[config.mk]
export PLATFORM = sky130hd
export DESIGN_NAME = bcsa_pipe_flat
export DESIGN_NICKNAME = d
export VERILOG_FILES = /design/src/rtl/bcsa_pipe_if.sv /design/src/rtl/bcsa_pipe.sv /design/src/flat_wrapper.sv
export SDC_FILE = /design/constraint.sdc
export NUM_CORES = 1
export LEC_CHECK = 0
export ABC_AREA = 1
export BUFFER_PORTS_ARGS = -buffer_cell sky130_fd_sc_hd__buf_2
export CAP_MARGIN = 10
export CORE_ASPECT_RATIO = 0.75
export CORE_MARGIN = 2
export CORE_UTILIZATION = 40
export CTS_CLUSTER_DIAMETER = 120
export DETAILED_ROUTE_END_ITERATION = 16
export PLACE_DENSITY_LB_ADDON = 0.08
export SLEW_MARGIN = 20
export SYNTH_ARGS = -nofsm -noshare
export SYNTH_HDL_FRONTEND = slang
export SYNTH_SLANG_ARGS = --single-unit
export TNS_END_PERCENT = 10
[constraint.sdc]
create_clock -name clk -period 7.7 [get_ports clk]
set_input_delay 1.155 -clock clk [delete_from_list [all_inputs] [get_ports clk]]
set_output_delay 1.155 -clock clk [all_outputs]
set_load 0.05 [all_outputs]
[src/rtl/bcsa_pipe_if.sv]
// Valid/ready operand and result stream of the bcsa_pipe adder.
// The master side drives operands and out_ready; the slave side is the adder.
interface bcsa_pipe_if #(
    parameter int unsigned WIDTH = 16
);
    logic             in_valid;
    logic             in_ready;
    logic [WIDTH-1:0] in_a;
    logic [WIDTH-1:0] in_b;
    logic             in_exact;
    logic             out_valid;
    logic             out_ready;
    logic [WIDTH:0]   out_sum;
    logic             out_err;

    modport master (
        output in_valid, in_a, in_b, in_exact, out_ready,
        input  in_ready, out_valid, out_sum, out_err
    );

    modport slave (
        input  in_valid, in_a, in_b, in_exact, out_ready,
        output in_ready, out_valid, out_sum, out_err
    );
endinterface

[src/rtl/bcsa_pipe.sv]
// Two-stage pipelined block carry-speculative adder with a saturating error counter.
// Each block's carry-in is speculated from the previous block alone, or fully propagated.
module bcsa_pipe #(
    parameter int unsigned WIDTH = 16,
    parameter int unsigned BLOCK = 8,
    parameter int unsigned CNT_W = 16
) (
    input  logic             clk,
    input  logic             rst_n,
    bcsa_pipe_if.slave       strm,
    input  logic             err_clr,
    output logic [CNT_W-1:0] err_cnt
);
    localparam int unsigned NBLK = WIDTH / BLOCK;

    if ((WIDTH % BLOCK) != 0 || BLOCK < 2) begin : g_bad_param
        $error("bcsa_pipe: WIDTH must be a multiple of BLOCK and BLOCK must be >= 2");
    end

    logic             s1_valid;
    logic [WIDTH-1:0] s1_a;
    logic [WIDTH-1:0] s1_b;
    logic             s1_exact;
    logic [NBLK-1:0]  s1_cadd;
    logic [NBLK-1:0]  s1_sel;
    logic             s2_valid;
    logic [WIDTH:0]   s2_sum;
    logic             s2_err;
    logic [CNT_W-1:0] cnt;

    logic             s1_adv;
    logic             s2_adv;
    logic [NBLK-1:0]  cadd_d;
    logic [NBLK-1:0]  sel_d;
    logic [BLOCK:0]   lo_sum;
    logic [WIDTH:0]   true_sum;
    logic [WIDTH:0]   sum_d;
    logic [NBLK-1:0]  cin_used;
    logic [BLOCK:0]   blk_sum;
    logic             err_d;

    assign s2_adv        = ~s2_valid | strm.out_ready;
    assign s1_adv        = ~s1_valid | s2_adv;
    assign strm.in_ready = s1_adv;

    // Stage 1 speculation terms; block 0 is pinned to sel=1, cadd=0 so its carry-in is 0.
    always_comb begin
        cadd_d    = '0;
        sel_d     = '0;
        sel_d[0]  = 1'b1;
        lo_sum    = '0;
        for (int k = 1; k < NBLK; k++) begin
            lo_sum    = {1'b0, strm.in_a[(k-1)*BLOCK +: BLOCK]}
                      + {1'b0, strm.in_b[(k-1)*BLOCK +: BLOCK]};
            cadd_d[k] = lo_sum[BLOCK];
            sel_d[k]  = (strm.in_a[k*BLOCK-1] & strm.in_b[k*BLOCK-1])
                      | (~strm.in_a[k*BLOCK] & ~strm.in_b[k*BLOCK]);
        end
    end

    // Stage 2: pick each block's carry-in, sum the blocks, compare against the exact sum.
    always_comb begin
        true_sum    = {1'b0, s1_a} + {1'b0, s1_b};
        cin_used    = '0;
        cin_used[0] = s1_sel[0] ? 1'b0 : s1_cadd[0];
        for (int k = 1; k < NBLK; k++) begin
            if (s1_exact) begin
                cin_used[k] = true_sum[k*BLOCK] ^ s1_a[k*BLOCK] ^ s1_b[k*BLOCK];
            end else begin
                cin_used[k] = s1_sel[k] ? (s1_a[k*BLOCK-1] & s1_b[k*BLOCK-1]) : s1_cadd[k];
            end
        end
        sum_d   = '0;
        blk_sum = '0;
        for (int k = 0; k < NBLK; k++) begin
            blk_sum = {1'b0, s1_a[k*BLOCK +: BLOCK]} + {1'b0, s1_b[k*BLOCK +: BLOCK]}
                    + {{BLOCK{1'b0}}, cin_used[k]};
            sum_d[k*BLOCK +: BLOCK] = blk_sum[BLOCK-1:0];
        end
        sum_d[WIDTH] = blk_sum[BLOCK];
        err_d        = (sum_d != true_sum);
    end

    always_ff @(posedge clk or negedge rst_n) begin
        if (!rst_n) begin
            s1_valid <= 1'b0;
            s1_a     <= '0;
            s1_b     <= '0;
            s1_exact <= 1'b0;
            s1_cadd  <= '0;
            s1_sel   <= '0;
            s2_valid <= 1'b0;
            s2_sum   <= '0;
            s2_err   <= 1'b0;
            cnt      <= '0;
        end else begin
            if (s1_adv) begin
                s1_valid <= strm.in_valid;
                if (strm.in_valid) begin
                    s1_a     <= strm.in_a;
                    s1_b     <= strm.in_b;
                    s1_exact <= strm.in_exact;
                    s1_cadd  <= cadd_d;
                    s1_sel   <= sel_d;
                end
            end
            if (s2_adv) begin
                s2_valid <= s1_valid;
                if (s1_valid) begin
                    s2_sum <= sum_d;
                    s2_err <= err_d;
                end
            end
            if (err_clr) begin
                cnt <= '0;
            end else if (s2_valid && strm.out_ready && s2_err && !(&cnt)) begin
                cnt <= cnt + CNT_W'(1);
            end
        end
    end

    assign strm.out_valid = s2_valid;
    assign strm.out_sum   = s2_sum;
    assign strm.out_err   = s2_err;
    assign err_cnt        = cnt;
endmodule
[src/flat_wrapper.sv]
// flat-port wrapper written by rule: the top's interface ports become plain ports
module bcsa_pipe_flat 
#(
    parameter int unsigned WIDTH = 16,
    parameter int unsigned BLOCK = 8,
    parameter int unsigned CNT_W = 16
)
  (clk, rst_n, err_clr, err_cnt, strm_in_valid, strm_in_a, strm_in_b, strm_in_exact, strm_out_ready, strm_in_ready, strm_out_valid, strm_out_sum, strm_out_err);
  bcsa_pipe_if #(.WIDTH(WIDTH)) strm_i ();
  input  logic clk;
  input  logic rst_n;
  input  logic err_clr;
  output logic [CNT_W-1:0] err_cnt;
  input wire logic [$bits(strm_i.in_valid)-1:0] strm_in_valid;
  input wire logic [$bits(strm_i.in_a)-1:0] strm_in_a;
  input wire logic [$bits(strm_i.in_b)-1:0] strm_in_b;
  input wire logic [$bits(strm_i.in_exact)-1:0] strm_in_exact;
  input wire logic [$bits(strm_i.out_ready)-1:0] strm_out_ready;
  output wire logic [$bits(strm_i.in_ready)-1:0] strm_in_ready;
  output wire logic [$bits(strm_i.out_valid)-1:0] strm_out_valid;
  output wire logic [$bits(strm_i.out_sum)-1:0] strm_out_sum;
  output wire logic [$bits(strm_i.out_err)-1:0] strm_out_err;
  assign strm_i.in_valid = strm_in_valid;
  assign strm_i.in_a = strm_in_a;
  assign strm_i.in_b = strm_in_b;
  assign strm_i.in_exact = strm_in_exact;
  assign strm_i.out_ready = strm_out_ready;
  assign strm_in_ready = strm_i.in_ready;
  assign strm_out_valid = strm_i.out_valid;
  assign strm_out_sum = strm_i.out_sum;
  assign strm_out_err = strm_i.out_err;
  bcsa_pipe #(.WIDTH(WIDTH), .BLOCK(BLOCK), .CNT_W(CNT_W)) u_core (.clk(clk), .rst_n(rst_n), .strm(strm_i), .err_clr(err_clr), .err_cnt(err_cnt));
endmodule
==> results.md <==
* Placed Area at 0.004612 mm²
* Final Instance Area at 0.004911 mm²
* Drt total wl at 10.15 mm
* Top post-synthesis cells by count: 215 x nand2_1, 71 x dfrtp_1, 50 x inv_1
* Top cell type's share of synthesized area at 0.4303
* Overall power at 0.001509 W
* HP Start: u_core.strm.out_sum[1]
* Power Internal at 0.0008848 W
* Hold Buf Count CTS at 0
* H-tree depth at 3
* Fin util at 0.4829
* Logic pwr share at 0.392
* Mapped Avg Cell Area at 7.618 µm²
* Worst clock skew at 7.452 ps
* Period utilization at 0.4568
* Post-synth top area cell: dfrtp_1
* Max Freq at 284.3 MHz
* Final setup viols at 0
* Total CTS buffers at 9
* Syn. warnings at 0
* Min-Delay Endpoint: u_core.strm.out_sum[1]
* Peak fanout along the critical path at 4
* Worst Setup Path Type: register to register
* Global-route wire length before repair at 16.94 mm
* Worst r2r src: u_core.s1_b[0]
* Post-CTS Setup Bufs at 0
* Antenna cells at 0
* Vias per inst at 4.801
* Worst Max-Slew Pin Slew at 932.9 ps
* Layout cell share with drive strength beyond 1 at 0.1648
* Synth Flop Type: dfrtp_1
* Worst VDD drop at 119.3 µV
* Initial Util at 0.4060
* Cell total after placement at 740
* CTS sink cnt at 71
* Most common cell in the synthesized netlist: nand2_1
* Asr flop ratio synth at 1.000
* Syn_nets at 607
* Leakage at 2.650 nW
* Filler cell count at 1,084
* Post-synth EDFFs at 0
* Most used routing layer in global routing: met1
* DR vias at 3,625
* Run status: finished clean
* Crit path time final at 3518 ps
* Nets at 680
* Maxcap violations at 0
* Global placement routability congestion at 0.8106
* Clock-pin slew on the worst setup and hold paths at 60 ps
* Die ar. at 0.01116 mm²
* Reg2Reg Depth at 15
* Mapped cell area at 0.004129 mm²
* Port bufs at 73
* M1 GR Usage at 0.3151
* Dpl hpwl at 7.788 mm
* Num ports at 74
* Seq/Total Area, Yosys at 0.4303
* Largest net degree at the start of global routing at 72
* ANT nets after route at 0
* Sw frac at 0.4138
* Syn Inst Count at 542
* GRT Resource Usage Total at 0.1953
* Clock share of power at 0.276
* CP Data Required Time at 7880 ps
* Post-CTS sizing at 0
* Switching pwr at 0.0006247 W
* Sequential share of power at 0.332
* RSZ-0062 raised after global routing: false
* Cell variety after synth at 38
* Clk Latency, worst-skew pair at 330 ps
* Slew headroom at 0.3766
* Vias in the first global route at 3,428
* Largest cells by area after synthesis: dfrtp_1 43%, nand2_1 20%, ha_1 7.3%, inv_1 4.5%, nand3_1 3.5%
* DIE WIDTH at 121.3 µm
* Hold Path Cell Cnt at 2
* Drt drc at 0
* Met3 Use GR at 0.05162
* Initial antenna violation count at 0
* Post-Layout Cell Count at 755
* Avg WL per Cell at 13.44 µm
* Setup TNS Final at 0 ps
* Met2 Usage GRT at 0.2495
* Starting DRC count in detailed routing at 254
* Worst min path class: register to register
* Startpoint Class: register
* Area growth, synth to finish at 18.94%
* DRT Pass-1 Iters at 5
* Rows at 32
* Final hold viol count at 0
* Final Max Tran Viols at 0
* Reg-to-reg slack, setup at 4180 ps
* Core area at 0.01017 mm²
* Power Density at 307.4 mW/mm²
* Arrival time at the worst endpoint at 3690 ps
* Chip height at 91.99 µm
* Register bit total from synthesis at 71
* CTS max path bufs at 2
* CTS tree: yes
* Overflow left after global routing at 0
* Root Buffer Master: clkbuf_16
* CP Capture Type: register
* R2R Path End: u_core.strm.out_sum[14]
-- critical path, stage by stage, from the launching register on --
cell and delay [ps]:
dfrtp_1 380, ha_1 240, fa_1 450, nand2_1 90, nand2_1 80, nand3_1 130, nand3_1 140, a21oi_1 180
o22ai_1 120, fa_1 420, fa_1 440, inv_1 110, a31oi_1 130, o21ai_0 220, xor2_1 150, o21ai_0 80
-- power by group through the flow --
stage                     combinational [W]  clock [W]  sequential (W)
after detailed placement           0.000593          0        0.000507
after floorplan                    0.000275          0        0.000669
after global placement             0.000591          0        0.000504
after global routing               0.000654   0.000440        0.000511
final                              0.000592   0.000417        0.000501
after CTS                          0.000595   0.000424        0.000502
-- stage by stage --
| step | setup WS (ps) | hold slack (ps) |
|---|---|---|
| finish | 4182 | 478.8 |
| global route | 3916 | 499.5 |
| CTS | 4186 | 482.9 |
| detailed placement | 4198 | 469.5 |
| global placement | 4329 | 460.8 |
| floorplan | 4507 | 449.5 |
-- per-layer routing --
layer / share of wire / up-vias
met5: 0 / -
met4: 0.0094 / 0
met3: 0.048 / 7
met2: 0.38 / 83
met1: 0.57 / 1646
li1: - / 1889
-- how the worst max path moves through the flow --
| stage | end | from | slack, ps | cells after the start |
|---|---|---|---|---|
| 3_3_place_gp | u_core.strm.out_sum[14] | u_core.s1_b[0] | 4330 | 15 |
| 2_1_floorplan | u_core.strm.out_sum[14] | u_core.s1_b[0] | 4510 | 15 |
| 3_5_place_dp | u_core.strm.out_sum[14] | u_core.s1_b[0] | 4200 | 15 |
| 5_1_grt | u_core.strm.out_sum[14] | u_core.s1_b[0] | 3920 | 17 |
| 4_1_cts | u_core.strm.out_sum[14] | u_core.s1_b[0] | 4190 | 15 |
| 6_report | u_core.strm.out_sum[14] | u_core.s1_b[0] | 4180 | 15 |
-- area by class of cell --
class,instances,area [µm²],area share
Clock buffer,12,256.5,0.05223
Clock inverter,3,42.54,0.008662
Inverter,53,200.2,0.04076
Multi-Input combinational cell,405,2085,0.4245
Sequential cell,71,1777,0.3618
Tap cell,136,170.2,0.03465
Timing Repair Buffer,75,380.4,0.07745
-- sequential cells by signal, indices dropped and copies added (netlist names) --
| name | flops |
|---|---|
| u_core.strm.out_sum | 17 |
| u_core.err_cnt | 16 |
| u_core.s1_a | 16 |
| u_core.s1_b | 16 |
| u_core.s1_cadd | 1 |
| u_core.s1_exact | 1 |
| u_core.s1_sel | 1 |
| u_core.s1_valid | 1 |
| u_core.strm.out_err | 1 |
| u_core.strm.out_valid | 1 |
-- logic make-up after synthesis --
logic type | Yosys count | synth area share
xor gates and xnor gates | 13 | 0.02758
AOI/OAI and AO/OA | 62 | 0.08334
and+or+nand+nor | 303 | 0.3067
adders and majority gates | 27 | 0.08727
DFF | 71 | 0.4303
buffers and inverters | 66 | 0.06484
-- cell usage in the layout (no fill, tap or decap), drive strengths merged, types with 2 or more instances in the layout --
master	netlist	routed
nand2	218	218
buf	5	75
dfrtp	71	71
inv	51	51
nand3	29	29
o21ai	29	29
nor2	27	27
ha	24	24
a21oi	23	23
nor3	12	12
clkbuf	8	12
nand4	10	10
xor2	9	9
xnor2	4	4
fa	3	3
clkinv	2	3
nor3b	3	3
or2	3	3
a31oi	2	2
o21bai	2	2
No activity file was read; power rests on OpenSTA's default activity.
